`src/rtl/mem_port_arbiter.sv`:
```
// mem_port_arbiter: shares one single-ported synchronous memory between an
// instruction-fetch port (if), a data port (dm) and an external debug read
// port (ex). Each access takes three cycles: IDLE (arbitrate), ISSUE
// (strobe the memory), RESP (read data arrives, captured on the way back
// to IDLE). The ack pulse appears in the IDLE cycle that follows RESP.
//
// Optional feature: define MEM_ARB_DEBUG_PORT_EN to enable the ex port and
// its starvation counter. Without it, ex_* inputs are ignored and ex_ack /
// ex_data_out read as zero.
//
//   state | meaning
//   IDLE  | waiting; arbitrate among eligible requesters
//   ISSUE | mem_en high, registered address/we/wdata presented
//   RESP  | mem_rdata valid; capture into winner's register, ack next cycle

module mem_port_arbiter #(
    parameter int ADDR_W       = 10,
    parameter int STARVE_LIMIT = 8
) (
    input  logic              clock,
    input  logic              reset,
    input  logic              if_req,
    input  logic [31:0]       if_addr,
    output logic              if_ack,
    output logic [31:0]       if_rdata,
    input  logic              dm_req,
    input  logic              dm_we,
    input  logic [31:0]       dm_addr,
    input  logic [31:0]       dm_wdata,
    output logic              dm_ack,
    output logic [31:0]       dm_rdata,
    input  logic              ex_req,
    input  logic [31:0]       ex_addr,
    output logic              ex_ack,
    output logic [31:0]       ex_data_out,
    output logic              mem_en,
    output logic              mem_we,
    output logic [ADDR_W-1:0] mem_addr,
    output logic [31:0]       mem_wdata,
    input  logic [31:0]       mem_rdata,
    output logic              busy
);

    typedef enum logic [1:0] {IDLE, ISSUE, RESP} state_t;
    typedef enum logic [1:0] {WIN_IF, WIN_DM, WIN_EX} win_t;

    state_t            state_q;
    win_t              win_q;
    win_t              sel_d;
    logic              grant_d;
    logic              store_q;
    logic              mem_en_q;
    logic              mem_we_q;
    logic [ADDR_W-1:0] mem_addr_q;
    logic [ADDR_W-1:0] addr_d;
    logic [31:0]       mem_wdata_q;
    logic              if_ack_q;
    logic              dm_ack_q;
    logic [31:0]       if_rdata_q;
    logic [31:0]       dm_rdata_q;
    logic              if_elig;
    logic              dm_elig;
    logic              ex_elig;
    logic              ex_starved;

    // Byte-address bits outside the word index carry no meaning here.
    logic unused_bits;
    assign unused_bits = ^{if_addr, dm_addr, ex_addr, ex_req};

`ifdef MEM_ARB_DEBUG_PORT_EN
    localparam int CNT_W = $clog2(STARVE_LIMIT + 1);

    logic [CNT_W-1:0] starve_cnt_q;
    logic             ex_ack_q;
    logic [31:0]      ex_data_q;
    logic             ex_owns;

    assign ex_elig    = ex_req && !ex_ack_q;
    assign ex_starved = ex_elig && (starve_cnt_q == CNT_W'(STARVE_LIMIT));
    // ex is "being served" from grant through its ack cycle; no ageing then.
    assign ex_owns    = ((state_q != IDLE) && (win_q == WIN_EX)) || ex_ack_q;

    // Starvation age of a waiting ex request; cleared when ex is granted.
    always_ff @(posedge clock or posedge reset) begin
        if (reset) begin
            starve_cnt_q <= '0;
        end else if (state_q == IDLE && grant_d && sel_d == WIN_EX) begin
            starve_cnt_q <= '0;
        end else if (ex_req && !ex_owns && starve_cnt_q != CNT_W'(STARVE_LIMIT)) begin
            starve_cnt_q <= starve_cnt_q + 1'b1;
        end
    end

    assign ex_ack      = ex_ack_q;
    assign ex_data_out = ex_data_q;
`else
    assign ex_elig     = 1'b0;
    assign ex_starved  = 1'b0;
    assign ex_ack      = 1'b0;
    assign ex_data_out = '0;
`endif

    assign if_elig = if_req && !if_ack_q;
    assign dm_elig = dm_req && !dm_ack_q;

    // Fixed priority pick: starved ex, dm, if, then ex.
    always_comb begin
        grant_d = 1'b1;
        sel_d   = WIN_IF;
        addr_d  = if_addr[ADDR_W+1:2];
        if (ex_starved) begin
            sel_d  = WIN_EX;
            addr_d = ex_addr[ADDR_W+1:2];
        end else if (dm_elig) begin
            sel_d  = WIN_DM;
            addr_d = dm_addr[ADDR_W+1:2];
        end else if (if_elig) begin
            sel_d  = WIN_IF;
            addr_d = if_addr[ADDR_W+1:2];
        end else if (ex_elig) begin
            sel_d  = WIN_EX;
            addr_d = ex_addr[ADDR_W+1:2];
        end else begin
            grant_d = 1'b0;
        end
    end

    // Transaction FSM with registered memory strobes, acks and read data.
    always_ff @(posedge clock or posedge reset) begin
        if (reset) begin
            state_q     <= IDLE;
            win_q       <= WIN_IF;
            store_q     <= 1'b0;
            mem_en_q    <= 1'b0;
            mem_we_q    <= 1'b0;
            mem_addr_q  <= '0;
            mem_wdata_q <= '0;
            if_ack_q    <= 1'b0;
            dm_ack_q    <= 1'b0;
            if_rdata_q  <= '0;
            dm_rdata_q  <= '0;
`ifdef MEM_ARB_DEBUG_PORT_EN
            ex_ack_q    <= 1'b0;
            ex_data_q   <= '0;
`endif
        end else begin
            if_ack_q <= 1'b0;
            dm_ack_q <= 1'b0;
`ifdef MEM_ARB_DEBUG_PORT_EN
            ex_ack_q <= 1'b0;
`endif
            case (state_q)
                IDLE: begin
                    if (grant_d) begin
                        state_q     <= ISSUE;
                        win_q       <= sel_d;
                        store_q     <= (sel_d == WIN_DM) && dm_we;
                        mem_en_q    <= 1'b1;
                        mem_we_q    <= (sel_d == WIN_DM) && dm_we;
                        mem_addr_q  <= addr_d;
                        mem_wdata_q <= (sel_d == WIN_DM) ? dm_wdata : '0;
                    end
                end
                ISSUE: begin
                    state_q  <= RESP;
                    mem_en_q <= 1'b0;
                    mem_we_q <= 1'b0;
                end
                RESP: begin
                    state_q <= IDLE;
                    case (win_q)
                        WIN_IF: begin
                            if_ack_q   <= 1'b1;
                            if_rdata_q <= mem_rdata;
                        end
                        WIN_DM: begin
                            dm_ack_q <= 1'b1;
                            if (!store_q) dm_rdata_q <= mem_rdata;
                        end
`ifdef MEM_ARB_DEBUG_PORT_EN
                        WIN_EX: begin
                            ex_ack_q  <= 1'b1;
                            ex_data_q <= mem_rdata;
                        end
`endif
                        default: ;
                    endcase
                end
                default: state_q <= IDLE;
            endcase
        end
    end

    assign if_ack    = if_ack_q;
    assign if_rdata  = if_rdata_q;
    assign dm_ack    = dm_ack_q;
    assign dm_rdata  = dm_rdata_q;
    assign mem_en    = mem_en_q;
    assign mem_we    = mem_we_q;
    assign mem_addr  = mem_addr_q;
    assign mem_wdata = mem_wdata_q;
    assign busy      = (state_q != IDLE);

endmodule

```
`config.mk`:
```
export PLATFORM = sky130hd
export DESIGN_NAME = mem_port_arbiter
export DESIGN_NICKNAME = d
export VERILOG_FILES = /design/src/rtl/mem_port_arbiter.sv
export SDC_FILE = /design/constraint.sdc
export NUM_CORES = 1
export LEC_CHECK = 0
export CELL_PAD_IN_SITES_DETAIL_PLACEMENT = 1
export CELL_PAD_IN_SITES_GLOBAL_PLACEMENT = 2
export CORE_AREA = 2 2 119 121
export CTS_CLUSTER_SIZE = 28
export DETAILED_ROUTE_END_ITERATION = 10
export DIE_AREA = 0 0 121 123
export DONT_BUFFER_PORTS = 1
export MAX_ROUTING_LAYER = met4
export PLACE_DENSITY = 0.74
export SLEW_MARGIN = 20
export SYNTH_ARGS = -nofsm -noshare
export SYNTH_HDL_FRONTEND = slang
export SYNTH_SLANG_ARGS = --single-unit
```
`constraint.sdc`:
```
create_clock -name clock -period 7.8 [get_ports clock]
set_input_delay 1.17 -clock clock [delete_from_list [all_inputs] [get_ports clock]]
set_output_delay 1.17 -clock clock [all_outputs]
set_load 0.02 [all_outputs]
```
==> results.toml, run 1 <==
[global_routing]
gr-total-overflow = 0
grt_pass1_wl_mm = 15.1
via_count_of_the_first_global_routing_pass = 2554
grt_max_degree = 69
total_routing_usage_gr_pct = 14.1
antenna_found_initial = 0

[worst_setup_path]
endpoint_required_time_on_the_critical_path_ps = 8140
path_class = "in -> reg"
cp_top_family = "simple AND/OR/NAND/NOR gates"
critPathSlowestCell = "nor2_2"
worst-path-max-fanout = 20
type_of_element_launching_the_critical_path = "primary input"
worst_ep_arrival_time_ps = 2700
crit_chain = "nand2b_1 > nor2_2 > buf_4 > a22o_1"
worst-path-buf-inv = 1
r2r.worst_path.cells = 4
worst-path-stages = 4
crit_path_max_incr_delay_ps = 670
crit_end_category = "flop"

[clock_tree]
numCtsBuffers = 17
cts_hold_buffers = 0
clkTransAtPathRegs_ps = 50
cts-htree-levels = 4
clock_tree.buffer_depth = 2
cts-resized-gates = 0
tritoncts = "built"
clock-root-buffer = "clkbuf_16"
cts_sinks = 114
cts_setup_buffers = 0
clk_latency_ps = 400

[logic_synthesis]
synth_cell_types = 18
postSynthCellCount = 297
synth_area_leader_cell = "dfrtp_1"
syn-cell-area_um2 = 4690
synth.ff_latch_count = 114
yosys-top-cells-area = "dfrtp_1 61%, mux2_2 13%, mux2_4 9.6%"
seq_area_frac_synth_pct = 60.9
syn_avg_cell_area_um2 = 15.8
synth_largest_type_area_fraction_pct = 60.9
yosys_warnings = 0

[detailed_routing]
drt_wl_cell_um = 20.7
drt_first_iter_violations = 80
routed_wl_mm = 10.2
remaining_drc_errors = 0
antenna_violating_nets_post_route = 0
avgViaCountPerCell = 4.88
firstDrtPassIters = 4
count_of_vias_placed_by_the_detailed_router = 2416

[cells_and_area]
fin_nets = 470
final-instance-count-excl-fill = 495
seqCellArea_um2 = 2850
num_antenna_cells = 0
n_fill_cell = 1351
fraction_of_final_layout_cells_with_drive_strength_greater_than_1_pct = 37.8
most_common_cell_after_layout_fill_and_taps_aside = "dfrtp_1"
multi_input_comb_area_um2 = 1580
mostFrequentLayoutCells = "114 x dfrtp_1, 54 x mux2_2, 33 x a22o_1, 33 x conb_1, 30 x mux2_4"
flow.area_growth_from_synthesis_pct = 12.0

[floorplanning]
die_area_um2 = 14900
die_height_um = 123
placementRows = 43
floorplan.io_pins = 310
die_w_um = 121
floorplan.core_area_um2 = 13600
initial_core_util_pct = 34.4

[sta]
final-hold-violation-count = 0
finalWorstSetupSlack_ps = 5430
fin_setup_tns_ps = 0
final.period_utilization_pct = 30.3
setup-violations-final = 0
max_slew.worst_pin.slew_ps = 856
post-route-min-period_ps = 2370
skew_ps = 9.30
final-max-slew-violation-count = 0
max_slew_margin_pct = 43.0
rsz0062_at_grt = "no"
achievable-frequency_mhz = 422

[flow_run]
timing.max_cap.violations = 0

[placed_design]
post-place-cells = 465
global_placer_s_final_weighted_congestion = 0.670
port-buffer-count = 0
dp_slack_ps = 4950
detailedPlacementHpwl_mm = 7.20

[power_and_ir_drop]
leakage_nw = 2.40
maximum_ir_drop_on_the_vdd_rail_mv = 0.168
power_per_cell_area_nw_per_um2 = 521

[worst_hold_path]
min-delay-path-class = "reg -> reg"
worstHoldPathCells = 1

[run_status]
result_of_the_run = "finished, final reports clean"
cell usage after synthesis (all sizes together):
library cell and instances:
nand2 2, nand2b 3, conb 1, nor3b 1
nor2 1, buf 49, inv 3, or2 1
a32o 1, nor2b 1, a22o 33, a21o 2
mux2 84, dfrtp 114, and3b 1
where the power goes:
part	switching, mW	internal, mW
logic	0.233	0.351
registers	0.562	0.876
clock network	0.242	0.471
total	1.04	1.70
cell type report:
type | instances | share of cell area [%]
tap | 180 | 4.29
clock buffer | 23 | 8.72
inverter | 3 | 0.262
timing repair buffer | 5 | 0.715
multi-input combinational | 163 | 30.1
clock inverter | 7 | 1.62
sequential | 114 | 54.3
logic make-up (layout without fill, tap and decap cells):
logic type	after synthesis	in the layout	share of synthesized area, %
compound gates	36	36	6.70
buf+inv	52	38	8.30
flops	114	114	60.9
mux	84	84	22.6
simple gates	10	10	1.47
other cells	1	33	0.0800
path summary, 6_finish.rpt:
kind / slack [ps] / from / to
min reg2reg: 550 / win_q[0]$_DFFE_PP0P_ / win_q[0]$_DFFE_PP0P_
max: 5430 / dm_req / mem_wdata[15]$_DFFE_PP0P_
max in group asynchronous: 5810 / reset / if_rdata[5]$_DFFE_PP0P_
max reg2reg: 5580 / dm_ack$_DFF_PP0_ / mem_wdata[15]$_DFFE_PP0P_
min in group asynchronous: 700 / reset / mem_wdata[22]$_DFFE_PP0P_
min: 550 / win_q[0]$_DFFE_PP0P_ / win_q[0]$_DFFE_PP0P_
worst register-to-register path, stage by stage (launching register included):
cell and delay [ps]:
dfrtp_1 470, nand2b_1 460, nor2_2 670, buf_4 380
a22o_1 180
flip-flops by register name (all words and copies together) (netlist names), 2 cells and up:
| register | count |
|---|---|
| state_q | 2 |
| mem_wdata | 32 |
| dm_rdata | 32 |
| if_rdata | 32 |
| mem_addr | 10 |
metal layers:
layer / share of wire (%) / vias to the layer above / track usage, %
li1: - / 1003 / -
met1: 37 / 1267 / 15.3
met2: 51 / 135 / 22.3
met5: 0 / - / -
met3: 11 / 11 / 6.69
met4: 1.4 / 0 / 5.67
stage by stage:
stage | area (um^2) | total power [mW] | util [%] | hold WS [ps]
after floorplan | 4810 | 1.91 | - | 474
after global placement | 4710 | 2.01 | 34.6 | 537
after detailed placement | 4710 | 2.05 | 34.6 | 549
after CTS | 5250 | 2.78 | 38.6 | 561
after global routing | 5250 | 2.88 | 38.6 | 589
final | 5250 | 2.73 | 38.6 | 555
No activity file was read; power rests on OpenSTA's default activity.
==> run 2, diff against run 1 <==
Clock period 7.8 ns to 2.2 ns, I/O delays scaled along.
==> results.toml, run 2 (synthesis results as in run 1) <==
[clock_tree]
clk_latency_ps = 400
cts-resized-gates = 0
clkTransAtPathRegs_ps = 50
clock-root-buffer = "clkbuf_16"
cts-htree-levels = 4
numCtsBuffers = 17
tritoncts = "built"
cts_hold_buffers = 0
cts_sinks = 114
clock_tree.buffer_depth = 2
cts_setup_buffers = 0

[cells_and_area]
mostFrequentLayoutCells = "114 x dfrtp_1, 54 x mux2_2, 33 x a22o_1, 33 x conb_1, 30 x mux2_4"
finalInstanceArea_um2 = 5390
fin_nets = 472
flow.area_growth_from_synthesis_pct = 14.9
final-instance-count-excl-fill = 499
num_antenna_cells = 0
fraction_of_final_layout_cells_with_drive_strength_greater_than_1_pct = 39.8
most_common_cell_after_layout_fill_and_taps_aside = "dfrtp_1"

[sta]
fin_setup_tns_ps = 0
hold_slack_ps = -10.6
final-hold-violation-count = 15
setup-violations-final = 0
achievable-frequency_mhz = 586
post-route-min-period_ps = 1710
final-max-slew-violation-count = 0
skew_ps = 6.54
final.period_utilization_pct = 77.6
max_slew_margin_pct = 60.1
rsz0062_at_grt = "no"
max_slew.worst_pin.slew_ps = 599

[floorplanning]
floorplan.core_area_um2 = 13600
placementRows = 43
die_w_um = 121
die_area_um2 = 14900
initial_core_util_pct = 34.4
floorplan.io_pins = 310
die_height_um = 123

[global_routing]
total_routing_usage_gr_pct = 14.2
grt_max_degree = 115
via_count_of_the_first_global_routing_pass = 2566
grt_pass1_wl_mm = 15.1
antenna_found_initial = 0
gr-total-overflow = 0

[power_and_ir_drop]
psw_mw = 3.74
power_per_cell_area_nw_per_um2 = 1860
share_clk_of_total_power_pct = 28.2
maximum_ir_drop_on_the_vdd_rail_mv = 0.643
leakage_nw = 2.46
total_power_mw = 10.0
cell_int_power_mw = 6.31
power.share.sequential_pct = 50.6
comb_power_share_pct = 21.2
p_sw_share_pct = 37.2

[detailed_routing]
drt_wl_cell_um = 20.3
firstDrtPassIters = 3
routed_wl_mm = 10.2
antenna_violating_nets_post_route = 0
remaining_drc_errors = 0
avgViaCountPerCell = 4.82
drt_first_iter_violations = 79
count_of_vias_placed_by_the_detailed_router = 2407

[worst_setup_path]
worst-path-max-fanout = 47
type_of_element_launching_the_critical_path = "flop"
crit_end_category = "flop"
endpoint_required_time_on_the_critical_path_ps = 2480
path_class = "reg -> reg"
reg2reg_setup_slack_ps = 490
worst_ep_arrival_time_ps = 1990

[placed_design]
detailedPlacementHpwl_mm = 6.98
post-place-cells = 467
placement.cell_area_um2 = 4760
port-buffer-count = 0
global_placer_s_final_weighted_congestion = 0.674

[run_status]
result_of_the_run = "finished, violations left"
failing_checks = "negative hold slack"

[worst_hold_path]
min-delay-path-class = "in -> async"

[flow_run]
timing.max_cap.violations = 0
## run 2: cell types whose count changed in the layout (fill, tap and decap cells not counted), moves of 2 or more
cell	delta
buf_12	+3
clkbuf_1	-4
clkbuf_8	+4
clkinvlp_4	+2
## run 2: metal layers
metal	wire length [um]	up-vias	track usage [%]
met2	5220	129	21.6
met4	173	0	6.98
met3	1010	15	5.63
met1	3750	1260	16.3
li1	-	1003	-
met5	0	-	-
## run 2: worst paths after layout
| path | start | endpoint | cells after the start |
|---|---|---|---|
| max | if_ack$_DFF_PP0_ | mem_addr[5]$_DFFE_PP0P_ | 4 |
| min | reset | mem_wdata[19]$_DFFE_PP0P_ | 2 |
| max reg2reg | if_ack$_DFF_PP0_ | mem_addr[5]$_DFFE_PP0P_ | 4 |
| min reg2reg | store_q$_DFFE_PP0P_ | store_q$_DFFE_PP0P_ | 1 |
| max in group asynchronous | reset | dm_rdata[31]$_DFFE_PP0P_ | 2 |
| min in group clock | dm_wdata[16] | mem_wdata[16]$_DFFE_PP0P_ | 1 |
## run 2: worst max-delay path, stage by stage, from the launching register on
cell	delay, ps
dfrtp_1	460
nand2b_1	170
a21o_1	120
buf_4	430
mux2_2	400
## run 2: through the flow
| stage | setup slack, ps | hold slack [ps] | utilization, % |
|---|---|---|---|
| floorplan | 485 | 463 | - |
| global placement | 510 | 423 | 35.0 |
| detailed placement | 467 | 442 | 35.0 |
| CTS | 453 | 6.95 | 39.6 |
| global route | 380 | 28.4 | 39.6 |
| finish | 493 | -10.6 | 39.6 |
## run 2: power groups by stage
| stage | clock [mW] | combinational, mW | sequential (mW) |
|---|---|---|---|
| after floorplan | 0 | 1.96 | 4.82 |
| after global placement | 0 | 2.06 | 5.08 |
| after detailed placement | 0 | 2.18 | 5.13 |
| after CTS | 2.92 | 2.18 | 5.11 |
| after global routing | 3.03 | 2.34 | 5.21 |
| final | 2.84 | 2.13 | 5.08 |
## run 2: area by class of cell
class                           instances  area [um^2]
Fill cell                            1372         8230
Clock buffer                           23          498
Timing Repair Buffer                    7         90.1
Inverter                                3         15.0
Multi-Input combinational cell        163         1580
Tap cell                              180          225
Sequential cell                       114         2850
Clock inverter                          9          126
